### src/rtl/tf_ctrl_pkg.sv
// tf_ctrl_pkg: shared state encoding and phase codes for the twiddle-factor sequencing controller
package tf_ctrl_pkg;
    typedef enum logic [2:0] {
        ST_IDLE,
        ST_LOAD,
        ST_GEN_RD,
        ST_GEN_WAIT,
        ST_GEN_WR,
        ST_STR_SETTLE,
        ST_STR_VALID,
        ST_DONE
    } tf_ctrl_state_e;
    localparam int PH_IDLE = 0;
    localparam int PH_LOAD = 1;
    localparam int PH_GEN = 2;
    localparam int PH_STR = 3;
    localparam int D_WIDTH_DEF = 8;
endpackage

### src/rtl/tf_lat_cnt.sv
// tf_lat_cnt: loadable down-counter with a zero flag, used for multiplier and bank-read waits
module tf_lat_cnt #(
    parameter int W = 8
) (
    input  logic         clk,
    input  logic         rst,
    input  logic         load,
    input  logic [W-1:0] load_val,
    output logic         zero
);
    logic [W-1:0] cnt_q, cnt_d;
    assign zero = cnt_q == '0;
    always_comb cnt_d = load ? load_val : zero ? cnt_q : cnt_q - W'(1);
    always_ff @(posedge clk) cnt_q <= rst ? '0 : cnt_d;
endmodule

### src/rtl/tf_gen_ctrl.sv
// tf_gen_ctrl: sequences twiddle-factor bank load/generate/stream and offers each depth over valid/ready
module tf_gen_ctrl
    import tf_ctrl_pkg::*;
#(
    parameter int D_WIDTH = D_WIDTH_DEF,
    parameter int IT_DEPTH = 3,
    parameter int MUL_LAT = 4,
    parameter int RD_LAT = 1
) (
    input  logic               clk,
    input  logic               rst,
    input  logic               start,
    output logic               TF_ren,
    output logic               TF_wen,
    output logic [D_WIDTH-1:0] it_depth_cnt,
    output logic [D_WIDTH-1:0] l,
    output logic [D_WIDTH-1:0] idx_base,
    output logic               tf_valid,
    input  logic               tf_ready,
    output logic [D_WIDTH-1:0] tf_depth,
    output logic               busy,
    output logic               done
);
    localparam logic [D_WIDTH-1:0] LAST = D_WIDTH'(IT_DEPTH);
    tf_ctrl_state_e state_q, state_d;
    logic [D_WIDTH-1:0] d_q, d_d, k_q, k_d, depth_d, l_d, lat_val;
    logic lat_zero, lat_load, is_gen, is_str;
    tf_lat_cnt #(.W(D_WIDTH)) u_lat (
        .clk(clk),
        .rst(rst),
        .load(lat_load),
        .load_val(lat_val),
        .zero(lat_zero)
    );
    always_comb begin
        state_d = state_q;
        d_d = d_q;
        k_d = k_q;
        case (state_q)
            ST_IDLE: state_d = start ? ST_LOAD : ST_IDLE;
            ST_LOAD: begin
                state_d = IT_DEPTH == 0 ? ST_STR_SETTLE : ST_GEN_RD;
                d_d = D_WIDTH'(1);
                k_d = '0;
            end
            ST_GEN_RD: state_d = ST_GEN_WAIT;
            ST_GEN_WAIT: state_d = lat_zero ? ST_GEN_WR : ST_GEN_WAIT;
            ST_GEN_WR: begin
                state_d = d_q == LAST ? ST_STR_SETTLE : ST_GEN_RD;
                d_d = d_q == LAST ? d_q : d_q + D_WIDTH'(1);
                k_d = '0;
            end
            ST_STR_SETTLE: state_d = lat_zero ? ST_STR_VALID : ST_STR_SETTLE;
            ST_STR_VALID: begin
                state_d = !tf_ready ? ST_STR_VALID : k_q == LAST ? ST_DONE : ST_STR_SETTLE;
                k_d = tf_ready && k_q != LAST ? k_q + D_WIDTH'(1) : k_q;
            end
            ST_DONE: state_d = ST_IDLE;
        endcase
    end
    // Outputs are decoded from the next state and registered, so they line up with state_q.
    always_comb begin
        is_gen = state_d inside {ST_GEN_RD, ST_GEN_WAIT, ST_GEN_WR};
        is_str = state_d inside {ST_STR_SETTLE, ST_STR_VALID};
        depth_d = state_d == ST_GEN_RD ? d_d - D_WIDTH'(1) : is_gen ? d_d : is_str ? k_d : '0;
        l_d = state_d == ST_LOAD ? D_WIDTH'(PH_LOAD) : is_gen ? D_WIDTH'(PH_GEN) :
              is_str ? D_WIDTH'(PH_STR) : D_WIDTH'(PH_IDLE);
        lat_load = state_d != state_q;
        lat_val = state_d == ST_GEN_WAIT ? D_WIDTH'(MUL_LAT - 1) : D_WIDTH'(RD_LAT - 1);
    end
    always_ff @(posedge clk) begin
        if (rst) begin
            state_q <= ST_IDLE;
            d_q <= '0;
            k_q <= '0;
            TF_ren <= 1'b0;
            TF_wen <= 1'b0;
            it_depth_cnt <= '0;
            l <= '0;
            idx_base <= '0;
            tf_valid <= 1'b0;
            tf_depth <= '0;
            busy <= 1'b0;
            done <= 1'b0;
        end else begin
            state_q <= state_d;
            d_q <= d_d;
            k_q <= k_d;
            TF_ren <= is_str || state_d == ST_GEN_RD;
            TF_wen <= state_d inside {ST_LOAD, ST_GEN_WR};
            it_depth_cnt <= depth_d;
            l <= l_d;
            idx_base <= is_str ? k_d : '0;
            tf_valid <= state_d == ST_STR_VALID;
            tf_depth <= state_d == ST_STR_VALID ? k_d : '0;
            busy <= state_d != ST_IDLE;
            done <= state_d == ST_DONE;
        end
    end
endmodule

### config.mk
export PLATFORM = sky130hd
export DESIGN_NAME = tf_gen_ctrl
export DESIGN_NICKNAME = d
export VERILOG_FILES = /design/src/rtl/tf_ctrl_pkg.sv /design/src/rtl/tf_lat_cnt.sv /design/src/rtl/tf_gen_ctrl.sv
export SDC_FILE = /design/constraint.sdc
export NUM_CORES = 1
export LEC_CHECK = 0
export ABC_AREA = 1
export BUFFER_PORTS_ARGS = -buffer_cell sky130_fd_sc_hd__buf_2
export CAP_MARGIN = 15
export CORE_AREA = 8 8 94 71
export CTS_BUF_LIST = sky130_fd_sc_hd__clkbuf_16
export DETAILED_ROUTE_END_ITERATION = 10
export DIE_AREA = 0 0 102 79
export HOLD_SLACK_MARGIN = 0.1
export MAX_ROUTING_LAYER = met4
export PLACE_DENSITY = 0.82
export SLEW_MARGIN = 20
export SYNTH_ARGS = -nofsm -noshare
export SYNTH_HDL_FRONTEND = slang
export SYNTH_SLANG_ARGS = --single-unit
### constraint.sdc
create_clock -name clk -period 2.4 [get_ports clk]
set_input_delay 0.6 -clock clk [delete_from_list [all_inputs] [get_ports clk]]
set_output_delay 0.6 -clock clk [all_outputs]
set_load 0.01 [all_outputs]
==> results by group, run 1 <==
Place
  – PortBufs: 34
  – DP HPWL: 4.95 mm
  – RePlAce Congestion: 0.932
  – Placed cells: 530

Layout
  – # fillers: 469
  – Area Growth Syn to Fin: 21.0%
  – Sequential cell area: 1160 µm²
  – N_diodes: 0
  – Area taken by multi-input logic gates: 1430 µm²
  – Fin cells: 549
  – Layout Nets: 477
  – Post-route core utilization: 0.647
  – Layout cells sized above 1: 0.175

Detailed routing
  – Avg Vias per Cell: 5.00
  – Final ANT Viol Nets: 0
  – DRC: 0
  – DRT iter0 DRCs: 247
  – Wire per inst: 12.7 µm
  – Final WL: 7.00 mm
  – Pre-antenna DRT Iters: 5
  – Vias: 2743

Floorplanning
  – Starting density of the core: 0.535
  – Row Count: 23
  – Die height: 79 µm
  – Die Width: 102 µm
  – Io pins: 41
  – Core area: 5350 µm²
  – Die Area: 8060 µm²

Synthesis
  – Avg Synthesized Cell Area: 6.73 µm²
  – Most frequent cells after synthesis: 117 x nand2_1, 72 x nor2_1, 58 x dfxtp_1
  – Post-Synth Simple-Gate Area: 0.362
  – Synthesized-area fraction occupied by adder cells: 0.0175
  – Mapped Area: 2860 µm²
  – Post-synthesis xor/xnor area fraction: 0.0367
  – Ys Warns: 0
  – Cell taking the most area after synthesis: dfxtp_1
  – Async SR Flop Fraction: 0
  – Number of synthesized register bits: 58
  – Compound-gate portion of the synthesized area: 0.0708
  – Netlist cell types: 35
  – Top area cells in the synthesized netlist: dfxtp_1 41%, nand2_1 15%, nor2_1 9.4%, inv_1 7.1%, nand3_1 3.8%
  – Post-synth top area share: 0.406
  – Post-synth top flop: dfxtp_1
  – Post-synthesis instance total: 425
  – Seq/Total Area, Yosys: 0.406
  – Largest family of logic cells by synthesized area: simple AND/OR/NAND/NOR gates
  – Multiplexer share of the synthesized area: 0
  – Most frequent cell after synthesis: nand2_1
  – EDFF count, synth: 0

GRT
  – Gr usage total: 0.183
  – Initial antenna violation count: 0
  – Grt total ovfl: 0
  – First-pass GRT wire length: 11.3 mm
  – Vias in the first global route: 2483
  – Largest net degree at the start of global routing: 34

Critical path
  – Setup crit start kind: flop
  – CP Capture Type: flop
  – Most frequent CP cell: nand2_1
  – Critical Path Max Stage Delay: 0.46 ns
  – CP Data Required Time: 2.66 ns
  – Setup CP Type: reg -> reg
  – Buf/Inv on CP: 2
  – Critical Path AT: 2.46 ns
  – Critical-path cell list: nand2_2, nor2_8, inv_4, nor2_2, nand2_1, nand2_1, nand2_1, inv_1, ha_2, nand3_1, xor2_1, nand2_1, a21oi_1
  – Slowest CP cell: dfxtp_1
  – Max FO, Critical Path: 9
  – Delay-heaviest family, CP: simple AND/OR/NAND/NOR gates

Clock network
  – Clock Path Buffers: 2
  – Worst skew pair latency: 0.33 ns
  – Root Buffer: clkbuf_16
  – CTS tree: yes
  – CTS H-tree depth: 3
  – CTS sink cnt: 58
  – Worst-path clk slew: 0.05 ns
  – Hold_buf cts: 0
  – Num CTS Buffers: 9

Power and ir drop
  – Leak: 0.00176 µW
  – Comb pwr share: 0.352
  – Peak VDD IR: 0.000573 V
  – Clock share of power: 0.355
  – P_sw: 1460 µW
  – Pint: 2570 µW
  – Sequential share of power: 0.293
  – Switch share: 0.362
  – PwrDens: 1160 nW/µm²

STA
  – Slew Viols, Final: 0
  – Final hold violation count: 0
  – Max Clock Freq: 454 MHz
  – Setup_tns: 0 ns
  – Final setup violation count: 0
  – Period utilisation layout: 0.917
  – Clk_skew: 0.00763 ns
  – Min Tclk post-route: 2.20 ns
  – Hold_ws: 0.491 ns
  – RSZ-0062 raised after global routing: no

Worst hold path
  – HP Class: reg -> reg

Run status
  – Status: complete, no violations

Job
  – Max_cap viols: 0
-- cell type report --
type                            instances  share of cell area
Inverter                               63              0.0690
Tap cell                               75              0.0271
Clock inverter                          7              0.0318
Timing Repair Buffer                   39              0.0600
Multi-Input combinational cell        298               0.412
Sequential cell                        58               0.335
Clock buffer                            9              0.0651
-- power by group through the flow --
| stage | combinational, µW | sequential [µW] | clock, µW |
|---|---|---|---|
| 3_3_place_gp | 1280 | 1190 | 0 |
| 5_1_grt | 1600 | 1190 | 1490 |
| 6_report | 1420 | 1180 | 1430 |
| 2_1_floorplan | 966 | 1220 | 0 |
| 3_5_place_dp | 1330 | 1190 | 0 |
| 4_1_cts | 1330 | 1180 | 1440 |
-- cell usage in the layout (no fill, tap or decap), types with 3 or more instances in the layout --
cell	netlist	routed
inv_2	8	8
nor3_1	3	3
nand2_1	117	117
xor2_1	9	9
nor2_2	4	4
nand3_1	22	22
a21oi_1	16	16
o21ai_0	12	12
dfxtp_1	58	58
conb_1	1	6
bufinv_16	0	3
buf_2	1	34
xnor2_1	3	3
ha_1	4	3
nand4_1	5	5
buf_4	6	5
inv_1	54	56
nand2_2	5	5
clkbuf_16	0	9
nor2_1	72	71
-- routing by layer --
layer | part of all wire | up-vias | wire length (µm) | track usage
met5 | 0 | - | 0 | -
met4 | 0.011 | 0 | 80 | 0.0540
met3 | 0.082 | 10 | 575 | 0.0699
met2 | 0.45 | 88 | 3140 | 0.276
met1 | 0.46 | 1262 | 3200 | 0.221
li1 | - | 1383 | - | -
-- worst min-delay path: stages (launching register included) --
cell	delay, ns
dfxtp_1	0.32
nand2_1	0.06
a21oi_1	0.06
-- state kept, by name (all words and copies together), names as in the netlist --
register,cells
tf_depth,8
TF_ren,1
busy,1
k_q,8
done,1
d_q,8
tf_valid,1
TF_wen,1
idx_base,8
it_depth_cnt,8
l,2
u_lat.cnt_q,8
state_q,3
-- timing repair --
| action | CTS | global route |
|---|---|---|
| hold endpoints to repair | 0 | 0 |
| endpoints found under the setup margin | 0 | 5 |
| gates resized for setup | 0 | 3 |
| buffers inserted | 0 | 3 |
-- metrics by stage --
stage / power [µW] / instance area [µm²] / worst slack [ns]
after CTS: 3950 / 3430 / 0.172
after global routing: 4280 / 3460 / 0.00743
after floorplan: 2190 / 2880 / 0.469
after global placement: 2470 / 3090 / 0.304
after detailed placement: 2520 / 3090 / 0.193
final: 4030 / 3460 / 0.199
-- cell families (layout without fill, tap and decap cells) --
| kind of cell | Yosys count | count (layout) |
|---|---|---|
| fa+ha+maj | 4 | 4 |
| flops | 58 | 58 |
| compound gates | 37 | 37 |
| xor+xnor | 12 | 12 |
| buf+inv | 74 | 118 |
| other cells | 1 | 6 |
| simple gates | 239 | 239 |
-- final timing paths --
path                       start              end  slack [ns]  cells past startpoint
setup / recovery      state_q[2]  it_depth_cnt[4]        0.20                     13
hold / removal    u_lat.cnt_q[3]   u_lat.cnt_q[3]        0.49                      2
setup reg to reg      state_q[2]  it_depth_cnt[4]        0.20                     13
hold reg to reg   u_lat.cnt_q[3]   u_lat.cnt_q[3]        0.49                      2
Power figures use the tool's default switching activity.
==> inputs of run 2 (changes only) <==
--- a/config.mk
+++ b/config.mk
@@ -6,12 +6,13 @@
 export NUM_CORES = 1
 export LEC_CHECK = 0
 export ABC_AREA = 1
+export ABC_CLOCK_PERIOD_IN_PS = 2550
 export BUFFER_PORTS_ARGS = -buffer_cell sky130_fd_sc_hd__buf_2
 export CAP_MARGIN = 15
-export CORE_AREA = 8 8 94 71
+export CORE_AREA = 8 8 92 69
 export CTS_BUF_LIST = sky130_fd_sc_hd__clkbuf_16
 export DETAILED_ROUTE_END_ITERATION = 10
-export DIE_AREA = 0 0 102 79
+export DIE_AREA = 0 0 100 77
 export HOLD_SLACK_MARGIN = 0.1
 export MAX_ROUTING_LAYER = met4
 export PLACE_DENSITY = 0.82
==> constraint.sdc (replaced) <==
create_clock -name clk -period 2.55 [get_ports clk]
set_input_delay 0.6375 -clock clk [delete_from_list [all_inputs] [get_ports clk]]
set_output_delay 0.6375 -clock clk [all_outputs]
set_load 0.01 [all_outputs]
==> run 2 against run 1 <==
  * Final cell count shrank 1.1%
  * Combinational power shrank 13%
  * Hold slack gained 0.022 ns
  * Via count shrank 2.3%
  * First-iteration DRC count shrank 33%
  * Count of clock-buffer cells in the layout is the same
  * Sequential cell count is the same
  * Clock power shrank 29%
  * Critical path depth is the same
  * Sequential share of layout area grew 1.2 points
  * Non-clock buffer count shrank 3
==> results by group, run 2 (synthesis results as in run 1) <==
Critical path
  – Slowest CP cell: dfxtp_1
  – Cells on worst reg2reg path: 13
  – Max FO, Critical Path: 5
  – CP Depth: 13
  – Setup CP Type: reg -> reg
  – Critical-path cell list: ha_1, nand2_1, nor2_1, nor2_2, nand2_1, nand2_1, nand2_1, inv_1, ha_1, nand3_1, xor2_1, nand2_1, a21oi_1
  – Critical Path AT: 2.53 ns
  – Delay-heaviest family, CP: simple AND/OR/NAND/NOR gates
  – Setup crit start kind: flop
  – CP Data Required Time: 2.81 ns
  – Critical Path Max Stage Delay: 0.39 ns
  – Worst reg-to-reg setup slack: 0.28 ns
  – Buf/Inv on CP: 1
  – CP Capture Type: flop
  – Most frequent CP cell: nand2_1

Worst hold path
  – HP Class: reg -> reg
  – Hold Path Depth: 1

Clock network
  – Worst skew pair latency: 0.33 ns
  – Worst-path clk slew: 0.05 ns
  – CTS sink cnt: 58
  – Post-CTS setup buffers: 0
  – CTS H-tree depth: 3
  – Hold_buf cts: 0
  – Num CTS Buffers: 9
  – Post-cts resize count: 0
  – CTS tree: yes
  – Root Buffer: clkbuf_16
  – Clock Path Buffers: 2

Floorplanning
  – Die Area: 7700 µm²
  – Starting density of the core: 0.571
  – Die Width: 100 µm
  – Core area: 5010 µm²
  – Die height: 77 µm
  – Io pins: 41
  – Row Count: 22

GRT
  – Grt total ovfl: 0
  – Largest net degree at the start of global routing: 34
  – Gr usage total: 0.190
  – Vias in the first global route: 2563
  – Initial antenna violation count: 0
  – First-pass GRT wire length: 11.4 mm

Layout
  – Area Growth Syn to Fin: 16.9%
  – Layout cells sized above 1: 0.159
  – Commonest cells after routing, fill and taps aside: 117 x nand2_1, 72 x nor2_1, 58 x dfxtp_1, 56 x inv_1, 34 x buf_2
  – Commonest non-fill, non-tap cell in the layout: nand2_1
  – Layout Nets: 474
  – Post-route core utilization: 0.668
  – N_diodes: 0

STA
  – Period utilisation layout: 0.890
  – Min Tclk post-route: 2.27 ns
  – Slew Viols, Final: 0
  – Setup_tns: 0 ns
  – Final setup violation count: 0
  – Max Clock Freq: 441 MHz
  – Final hold violation count: 0
  – Clk_skew: 0.00646 ns
  – RSZ-0062 raised after global routing: no

Detailed routing
  – Final ANT Viol Nets: 0
  – Pre-antenna DRT Iters: 5
  – Wire per inst: 12.3 µm
  – DRC: 0
  – Vias: 2679
  – Final WL: 6.66 mm
  – Avg Vias per Cell: 4.93
  – DRT iter0 DRCs: 166

Power and ir drop
  – Peak VDD IR: 0.000501 V
  – Leak: 0.00172 µW
  – PwrDens: 1010 nW/µm²

Place
  – RePlAce Congestion: 0.902
  – PortBufs: 34
  – DP HPWL: 4.87 mm

Run status
  – Status: complete, no violations

Job
  – Max_cap viols: 0
==> run 2: path summary, 6_finish.rpt <==
path,start,end
hold / removal,u_lat.cnt_q[2],u_lat.cnt_q[2]
setup reg to reg,d_q[0],it_depth_cnt[4]
setup / recovery,d_q[0],it_depth_cnt[4]
hold reg to reg,u_lat.cnt_q[2],u_lat.cnt_q[2]
==> run 2: metal layers <==
metal | vias to the layer above | GRT usage | wire [µm]
li1 | 1387 | - | -
met4 | 0 | 0.0902 | 138
met2 | 84 | 0.278 | 2910
met1 | 1191 | 0.222 | 3120
met3 | 17 | 0.0748 | 484
met5 | - | - | 0
==> run 2: through the flow <==
step | total power [µW] | worst slack (ns) | hold WS (ns) | instances | area (µm²)
finish | 3370 | 0.281 | 0.514 | 543 | 3340
global route | 3600 | 0.0228 | 0.542 | 543 | 3340
CTS | 3380 | 0.325 | 0.506 | 543 | 3340
detailed placement | 2350 | 0.334 | 0.498 | 527 | 3090
global placement | 2320 | 0.465 | 0.461 | 527 | 3090
floorplan | 2060 | 0.619 | 0.452 | 430 | 2880
==> run 2: power by group <==
group	total [µW]	internal (µW)	leakage (µW)	switching (µW)
combinational	1240	406	0.00111	838
clock	1020	633	0.000134	383
sequential	1110	1030	0.000471	84.0
==> run 2: area by class of cell <==
| class | count | area, µm² |
|---|---|---|
| Timing Repair Buffer | 36 | 185 |
| Multi-Input combinational cell | 298 | 1420 |
| Fill cell | 447 | 1670 |
| Tap cell | 72 | 90.1 |
| Clock buffer | 9 | 225 |
| Clock inverter | 7 | 28.8 |
| Inverter | 63 | 239 |
| Sequential cell | 58 | 1160 |
==> inputs of run 3 (changes only) <==
--- a/config.mk
+++ b/config.mk
@@ -14,7 +14,6 @@
 export DETAILED_ROUTE_END_ITERATION = 10
 export DIE_AREA = 0 0 100 77
 export HOLD_SLACK_MARGIN = 0.1
-export MAX_ROUTING_LAYER = met4
 export PLACE_DENSITY = 0.82
 export SLEW_MARGIN = 20
 export SYNTH_ARGS = -nofsm -noshare
==> run 3 against run 2 <==
  * Sequential share of layout area did not move
  * Clock skew rose by 0.0014 ns
  * Sequential cell count did not move
  * Combinational power barely moved
  * Count of clock-buffer cells in the layout did not move
  * Routed wire length fell by 0.21%
  * Register-to-register slack barely moved
  * Global-route usage fell by 0.51 points
  * Via count rose by 0.26%
  * Final cell count did not move
  * Critical path type unchanged
  * Largest power group unchanged
==> results by group, run 3 (synthesis results as in run 1) <==
GRT
  – Largest net degree at the start of global routing: 34
  – First-pass GRT wire length: 11.4 mm
  – Initial antenna violation count: 0
  – Gr usage total: 0.185
  – Grt total ovfl: 0
  – Vias in the first global route: 2566

Critical path
  – Setup CP Type: reg -> reg
  – Delay-heaviest family, CP: simple AND/OR/NAND/NOR gates
  – Slowest CP cell: dfxtp_1
  – Critical Path AT: 2.52 ns
  – CP Data Required Time: 2.81 ns
  – Critical Path Max Stage Delay: 0.39 ns
  – Buf/Inv on CP: 1
  – Setup crit start kind: flop
  – Max FO, Critical Path: 5
  – CP Capture Type: flop
  – Most frequent CP cell: nand2_1
  – Critical-path cell list: ha_1, nand2_1, nor2_1, nor2_2, nand2_1, nand2_1, nand2_1, inv_1, ha_1, nand3_1, xor2_1, nand2_1, a21oi_1

Floorplanning
  – Io pins: 41
  – Core area: 5010 µm²
  – Die Width: 100 µm
  – Starting density of the core: 0.571
  – Die height: 77 µm
  – Die Area: 7700 µm²
  – Row Count: 22

Power and ir drop
  – Comb pwr share: 0.368
  – Peak VDD IR: 0.000502 V
  – Leak: 0.00172 µW
  – Clock share of power: 0.302
  – Pint: 2070 µW
  – Sequential share of power: 0.330
  – PwrDens: 1010 nW/µm²
  – Total power: 3370 µW
  – P_sw: 1300 µW
  – Switch share: 0.386

Detailed routing
  – Pre-antenna DRT Iters: 4
  – Avg Vias per Cell: 4.95
  – Vias: 2686
  – Final WL: 6.64 mm
  – DRC: 0
  – Final ANT Viol Nets: 0
  – DRT iter0 DRCs: 173
  – Wire per inst: 12.2 µm

Clock network
  – CTS H-tree depth: 3
  – Num CTS Buffers: 9
  – Hold_buf cts: 0
  – Root Buffer: clkbuf_16
  – Worst skew pair latency: 0.33 ns
  – Post-CTS setup buffers: 0
  – CTS sink cnt: 58
  – Clock Path Buffers: 2
  – Post-cts resize count: 0
  – Worst-path clk slew: 0.05 ns
  – CTS tree: yes

Place
  – RePlAce Congestion: 0.887
  – DP HPWL: 4.87 mm
  – PortBufs: 34

STA
  – Slew Viols, Final: 0
  – Clk_skew: 0.00791 ns
  – Min Tclk post-route: 2.26 ns
  – Setup_tns: 0 ns
  – Final hold violation count: 0
  – RSZ-0062 raised after global routing: no
  – Max Clock Freq: 442 MHz
  – Period utilisation layout: 0.886
  – Final setup violation count: 0

Layout
  – Layout Nets: 474
  – Commonest cells after routing, fill and taps aside: 117 x nand2_1, 72 x nor2_1, 58 x dfxtp_1, 56 x inv_1, 34 x buf_2
  – N_diodes: 0
  – Layout cells sized above 1: 0.159
  – Commonest non-fill, non-tap cell in the layout: nand2_1
  – Area Growth Syn to Fin: 16.9%

Run status
  – Status: complete, no violations

Job
  – Max_cap viols: 0

Worst hold path
  – HP Class: reg -> reg
run 3: cell counts in the layout (fill, tap and decap cells not counted):
Identical to the previous run, type by type.
run 3: worst paths after layout:
| check | from | end | slack [ns] | cells after the start |
|---|---|---|---|---|
| worst max-delay path | d_q[0] | it_depth_cnt[4] | 0.29 | 13 |
| worst min-delay path | u_lat.cnt_q[2] | u_lat.cnt_q[2] | 0.51 | 1 |
| worst max register to register | d_q[0] | it_depth_cnt[4] | 0.29 | 13 |
| worst min register to register | u_lat.cnt_q[2] | u_lat.cnt_q[2] | 0.51 | 1 |
run 3: routing by layer:
layer  up-vias  part of all wire  GRT usage
met4         0             0.021     0.0902
met1      1192              0.46      0.220
met5         -                 0          0
met2        92              0.44      0.278
met3        15             0.082     0.0775
li1       1387                 -          -
run 3: area by class of cell:
cell class / instances / area, µm²
clock buffers: 9 / 225
clock inverters: 7 / 28.8
fillers: 447 / 1670
inverters: 63 / 239
multi-input cells: 298 / 1420
flip-flops and latches: 58 / 1160
well taps: 72 / 90.1
repair buffers: 36 / 185
run 3: per-stage QoR:
step            util  area, µm²  std cells  hold WS [ns]  worst slack (ns)
2_1_floorplan      -       2880        430         0.452             0.619
3_3_place_gp   0.617       3090        527         0.461             0.465
3_5_place_dp   0.617       3090        527         0.498             0.334
4_1_cts        0.668       3340        543         0.506             0.325
5_1_grt        0.668       3340        543         0.542            0.0228
6_report       0.668       3340        543         0.514             0.290
run 3: power groups by stage:
| stage | Sequential, µW | Combinational, µW | Clock, µW |
|---|---|---|---|
| after floorplan | 1150 | 909 | 0 |
| after global placement | 1120 | 1200 | 0 |
| after detailed placement | 1130 | 1230 | 0 |
| after CTS | 1110 | 1240 | 1030 |
| after global routing | 1130 | 1410 | 1070 |
| final | 1110 | 1240 | 1020 |
